<file path="config.mk">
export PLATFORM = sky130hd
export DESIGN_NAME = sync_fifo_pf
export DESIGN_NICKNAME = d
export VERILOG_FILES = /design/src/rtl/sync_fifo_pf.sv
export SDC_FILE = /design/constraint.sdc
export NUM_CORES = 1
export LEC_CHECK = 0
export ABC_AREA = 1
export CORE_ASPECT_RATIO = 1.25
export CORE_MARGIN = 2
export CORE_UTILIZATION = 30
export DETAILED_ROUTE_END_ITERATION = 10
export GPL_ROUTABILITY_DRIVEN = 0
export PLACE_DENSITY = 0.46
export SYNTH_ARGS = -nofsm -noshare
export SYNTH_HDL_FRONTEND = slang
export SYNTH_SLANG_ARGS = --single-unit
</file>
<file path="constraint.sdc">
create_clock -name clk -period 4.2 [get_ports clk]
set_clock_uncertainty 0.2 [all_clocks]
set_input_delay 0.84 -clock clk [delete_from_list [all_inputs] [get_ports clk]]
set_output_delay 0.84 -clock clk [all_outputs]
set_load 0.01 [all_outputs]
</file>
<file path="src/rtl/sync_fifo_pf.sv">
// sync_fifo_pf: parametrised single-clock FIFO with arbitrary depth,
// programmable almost-full/almost-empty thresholds, fill-level output,
// synchronous flush and optional first-word-fall-through read mode.
//
// Ports:
//   clk, rst_n          clock, asynchronous active-low reset
//   flush               synchronous clear of pointers/level/status
//   wr_en, data_in      write request and data
//   rd_en               read request (FWFT: pop head)
//   afull_thresh        almostfull when level >= thresh
//   aempty_thresh       almostempty when level <= thresh
//   data_out, rd_valid  read data and its qualifier
//   wr_ack, overflow, underflow   registered outcome of last request
//   level               entry count 0..FIFO_DEPTH
//   full, empty, almostfull, almostempty   flags decoded from level
module sync_fifo_pf #(
    parameter int FIFO_WIDTH = 16,
    parameter int FIFO_DEPTH = 8,
    parameter int FWFT       = 0,
    localparam int PTR_W     = (FIFO_DEPTH > 2) ? $clog2(FIFO_DEPTH) : 1,
    localparam int CNT_W     = $clog2(FIFO_DEPTH + 1)
) (
    input  logic                  clk,
    input  logic                  rst_n,
    input  logic                  flush,
    input  logic                  wr_en,
    input  logic [FIFO_WIDTH-1:0] data_in,
    input  logic                  rd_en,
    input  logic [CNT_W-1:0]      afull_thresh,
    input  logic [CNT_W-1:0]      aempty_thresh,
    output logic [FIFO_WIDTH-1:0] data_out,
    output logic                  rd_valid,
    output logic                  wr_ack,
    output logic                  overflow,
    output logic                  underflow,
    output logic [CNT_W-1:0]      level,
    output logic                  full,
    output logic                  empty,
    output logic                  almostfull,
    output logic                  almostempty
);

    logic [FIFO_WIDTH-1:0] mem_q [FIFO_DEPTH];

    logic [PTR_W-1:0] wr_ptr_q, wr_ptr_d;
    logic [PTR_W-1:0] rd_ptr_q, rd_ptr_d;
    logic [CNT_W-1:0] level_q, level_d;
    logic             wr_ack_q, wr_ack_d;
    logic             overflow_q, overflow_d;
    logic             underflow_q, underflow_d;
    logic             wa, ra;

    assign full        = (level_q == CNT_W'(FIFO_DEPTH));
    assign empty       = (level_q == '0);
    assign almostfull  = (level_q >= afull_thresh);
    assign almostempty = (level_q <= aempty_thresh);
    assign level       = level_q;
    assign wr_ack      = wr_ack_q;
    assign overflow    = overflow_q;
    assign underflow   = underflow_q;

    // A read frees a slot in the same edge, so a full FIFO can still accept a write.
    assign ra = rd_en & ~empty;
    assign wa = wr_en & (~full | ra);

    always_comb begin
        wr_ptr_d    = wr_ptr_q;
        rd_ptr_d    = rd_ptr_q;
        level_d     = level_q;
        wr_ack_d    = 1'b0;
        overflow_d  = 1'b0;
        underflow_d = 1'b0;
        if (flush) begin
            wr_ptr_d = '0;
            rd_ptr_d = '0;
            level_d  = '0;
        end else begin
            if (wa) begin
                wr_ptr_d = (wr_ptr_q == PTR_W'(FIFO_DEPTH - 1)) ? '0 : wr_ptr_q + 1'b1;
            end
            if (ra) begin
                rd_ptr_d = (rd_ptr_q == PTR_W'(FIFO_DEPTH - 1)) ? '0 : rd_ptr_q + 1'b1;
            end
            if (wa && !ra) begin
                level_d = level_q + 1'b1;
            end else if (ra && !wa) begin
                level_d = level_q - 1'b1;
            end
            wr_ack_d    = wa;
            overflow_d  = wr_en & ~wa;
            underflow_d = rd_en & ~ra;
        end
    end

    always_ff @(posedge clk or negedge rst_n) begin
        if (!rst_n) begin
            wr_ptr_q    <= '0;
            rd_ptr_q    <= '0;
            level_q     <= '0;
            wr_ack_q    <= 1'b0;
            overflow_q  <= 1'b0;
            underflow_q <= 1'b0;
        end else begin
            wr_ptr_q    <= wr_ptr_d;
            rd_ptr_q    <= rd_ptr_d;
            level_q     <= level_d;
            wr_ack_q    <= wr_ack_d;
            overflow_q  <= overflow_d;
            underflow_q <= underflow_d;
        end
    end

    // Storage is not reset; rst_n gating keeps a write from landing while reset is held.
    always_ff @(posedge clk) begin
        if (rst_n && wa && !flush) begin
            mem_q[wr_ptr_q] <= data_in;
        end
    end

    generate
        if (FWFT == 0) begin : g_std
            logic [FIFO_WIDTH-1:0] dout_q;
            logic                  rd_valid_q;

            always_ff @(posedge clk or negedge rst_n) begin
                if (!rst_n) begin
                    dout_q     <= '0;
                    rd_valid_q <= 1'b0;
                end else if (flush) begin
                    rd_valid_q <= 1'b0;
                end else if (ra) begin
                    dout_q     <= mem_q[rd_ptr_q];
                    rd_valid_q <= 1'b1;
                end else begin
                    rd_valid_q <= 1'b0;
                end
            end

            assign data_out = dout_q;
            assign rd_valid = rd_valid_q;
        end else begin : g_fwft
            // Head is shown directly; zeroed when empty so reset reads back 0.
            assign data_out = empty ? '0 : mem_q[rd_ptr_q];
            assign rd_valid = ~empty;
        end
    endgenerate

endmodule

</file>
==> metrics.txt <==
status completed; CP required 3.16 ns; Top FF cell, synth edfxtp_1; CTS tree built; clk root buf clkbuf_16; area growth from synthesis to layout 22.2%; Yosys cell types 32; Syn Inst Count 548; remaining global-route overflow 0; hold crit path type register to register; Synth Register Bits about 160; Post-DP Area about 0.0075 mm²; Die Span X approximately 140 µm; Syn Std Cell Area 0.00663 mm²; core area roughly 0.022 mm²; final non-filler cell total ~900; Seq/Total Area, Yosys 69.3%; synth warn 0; placed insts approximately 880; filler instances roughly 2100; fin crit share between 80 and 90%; Initial Util between 30% and 40%; Synth area leaders edfxtp_1 (58%), dfrtp_1 (11%), nor2_1 (6.2%); CTS Sinks between 150 and 200; Worst Setup End Kind primary output; Initial DRC Count about 250; initial antenna violation count 0; postcts setup bufs 0; min Tclk post-route around 3.5 ns; DR pass1 iterations 4; wire length of the first global-routing pass about 25000 µm; Worst EP arrival 2.49 ns; diode count 0; top-count cell post-synth edfxtp_1; Routed WL per cell between 15 and 20 µm; Hold WS about 0.27 ns; number of global-route vias before repair 4286; Least-Margin Pin Slew roughly 1.2 ns; # port buffers between 50 and 60; H-tree Lvls 4; Slew HR roughly 23%; Final Setup Violations 0; crit path cell chain clkdlybuf4s50_1 -> inv_1 -> ha_1 -> a21oi_1 -> o21ai_0 -> o21ai_0 -> clkdlybuf4s50_1; Clock Path Buffers 2; critical path's slowest cell clkdlybuf4s50_1; fmax approximately 280 MHz; Die Height around 170 µm; Hold Fails Final Rpt 0; number of buffers and inverters on the critical path 3; Post-Route Setup TNS 0 ns; post-CTS sizing 0; layout cell share with drive strength beyond 1 a little over a tenth; antenna-violating nets left 0; P_sw approximately 1.4 mW; Worst-Skew Late Latency about 0.42 ns; Synth async-reset ratio around a fifth; Top-Level Pins 57; Seq pwr share roughly two fifths; Crit Path Class primary input to primary output; Max Cap Viol 0; Total GRT Usage between 10% and 20%; Post-CTS Hold Buffers 0; DR vias/cell ~4.7; Avg Cell Area, Syn 12.1 µm²; critical path's largest stage delay ~0.56 ns; post-synth top area share 58.0%; P_leak 2.99 nW; Vias between 4000 and 5000; DP Wirelength between 9000 and 10000 µm; Syn Nets a little under 600; startpoint types primary input; top cells by count, synth edfxtp_1 (128), nor2_1 (110), nand2_1 (61); Worst-path clk slew 0.06 ns; Total Die Area around 0.023 mm²; cts bufs inserted 17; Yosys top cell by area edfxtp_1; Post-layout nets ~660; Finished Cell Area just over 0.008 mm²; Tot Pwr between 4 and 5 mW; row cnt 60; switch share 29.8%; Critical Path Fanout Max 2; unrepaired setup endpoints after global routing false; Logic pwr share roughly a quarter; pin count of the biggest net entering global routing 67; CP delay by family, top buffers and inverters; Max Slew Vio Count 0; Clock power frac between 30% and 40%; Pint around 3.3 mW; Routed Wire Length between 15000 and 20000 µm; DRC Markers 0; VDD IR max ~270 µV; pwr/cell area approximately 580 mW/mm²; Post-synth EDFFs approximately 130
-- routing by layer --
| metal | vias to the layer above | share of wire, % | GRT usage [%] | routed length (µm) |
|---|---|---|---|---|
| met5 | - | 0 | 0 | 0 |
| met4 | 0 | 1.0 | 4.57 | 157 |
| met3 | 8 | 3.6 | 2.95 | 559 |
| met2 | 82 | 50 | 24.4 | 7860 |
| met1 | 2118 | 45 | 18.3 | 7100 |
| li1 | 2066 | - | - | - |
-- flip-flops by register name (all words and copies together), names as in the netlist --
signal     count
rd_valid       1
overflow       1
mem_q        128
data_out      16
underflow      1
wr_ptr_q       3
wr_ack         1
rd_ptr_q       3
level          4
-- stage by stage --
step           utilization [%]  setup WS, ns
6_report                  37.5         0.665
5_1_grt                   37.5         0.518
4_1_cts                   37.5         0.642
3_5_place_dp              34.6         0.649
3_3_place_gp              34.6         0.671
2_1_floorplan                -          1.58
-- power groups by stage --
| stage | combinational [mW] | sequential [mW] | clock, mW |
|---|---|---|---|
| 6_report | 1.21 | 1.90 | 1.59 |
| 5_1_grt | 1.38 | 1.92 | 1.71 |
| 4_1_cts | 1.23 | 1.91 | 1.63 |
| 3_5_place_dp | 1.22 | 1.94 | 0 |
| 3_3_place_gp | 1.20 | 1.93 | 0 |
| 2_1_floorplan | 0.764 | 1.96 | 0 |
-- worst register-to-register path: cells and delay by family, from the launching register on --
kind,cells,cell delay (ns)
simple gates,11,0.97
flops,1,0.48
fa+ha+maj,1,0.35
compound gates,1,0.25
-- final timing paths --
path	from	to	slack (ns)	depth (start not counted)
hold reg to reg	data_out[7]$_DFFE_PN0P_	data_out[7]$_DFFE_PN0P_	0.27	2
min in group asynchronous	rst_n	data_out[9]$_DFFE_PN0P_	0.66	2
hold / removal	data_out[7]$_DFFE_PN0P_	data_out[7]$_DFFE_PN0P_	0.27	2
max in group asynchronous	rst_n	rd_ptr_q[0]$_DFFE_PN0P_	2.80	2
setup reg to reg	level[1]$_DFFE_PN0P_	level[3]$_DFFE_PN0P_	1.86	13
setup / recovery	aempty_thresh[3]	almostempty	0.67	7
-- cell usage in the layout (no fill, tap or decap), types with 2 or more instances in the layout --
cell type        netlist  routed
buf_4                  6      18
clkbuf_16              0      17
o21ai_0               51      51
clkdlybuf4s50_1        0      56
dfrtp_1               30      29
inv_2                  4       4
nand2_1               61      61
nand2_2                6       6
ha_1                  14      14
nor2_1               110     110
a21oi_1                5       5
o21ai_1               21      21
clkinv_1               1       2
clkinv_2               0       3
nor2_4                 2       2
inv_6                  0       2
clkinv_4               0       3
nand3_2                2       2
edfxtp_1             128     128
o211ai_1              33      33
nor2_2                 2       2
inv_1                 21      21
nand3_1               22      22
bufinv_16              0       4
-- kinds of logic after synthesis --
logic type / Yosys count / synth area share [%]
AOI/OAI and AO/OA: 111 / 9.64
xor gates and xnor gates: 1 / 0.132
adders and majority gates: 15 / 2.94
buffers and inverters: 53 / 4.70
DFF: 158 / 69.3
and+or+nand+nor: 210 / 13.3
-- cell type report --
type | instances | area, µm² | area share, %
well taps | 279 | 349 | 4.31
clock inverters | 14 | 190 | 2.35
clock buffers | 18 | 429 | 5.30
flip-flops and latches | 158 | 4600 | 56.7
multi-input cells | 337 | 1720 | 21.3
inverters | 26 | 97.6 | 1.20
repair buffers | 75 | 716 | 8.83
No activity file was read; power rests on OpenSTA's default activity.
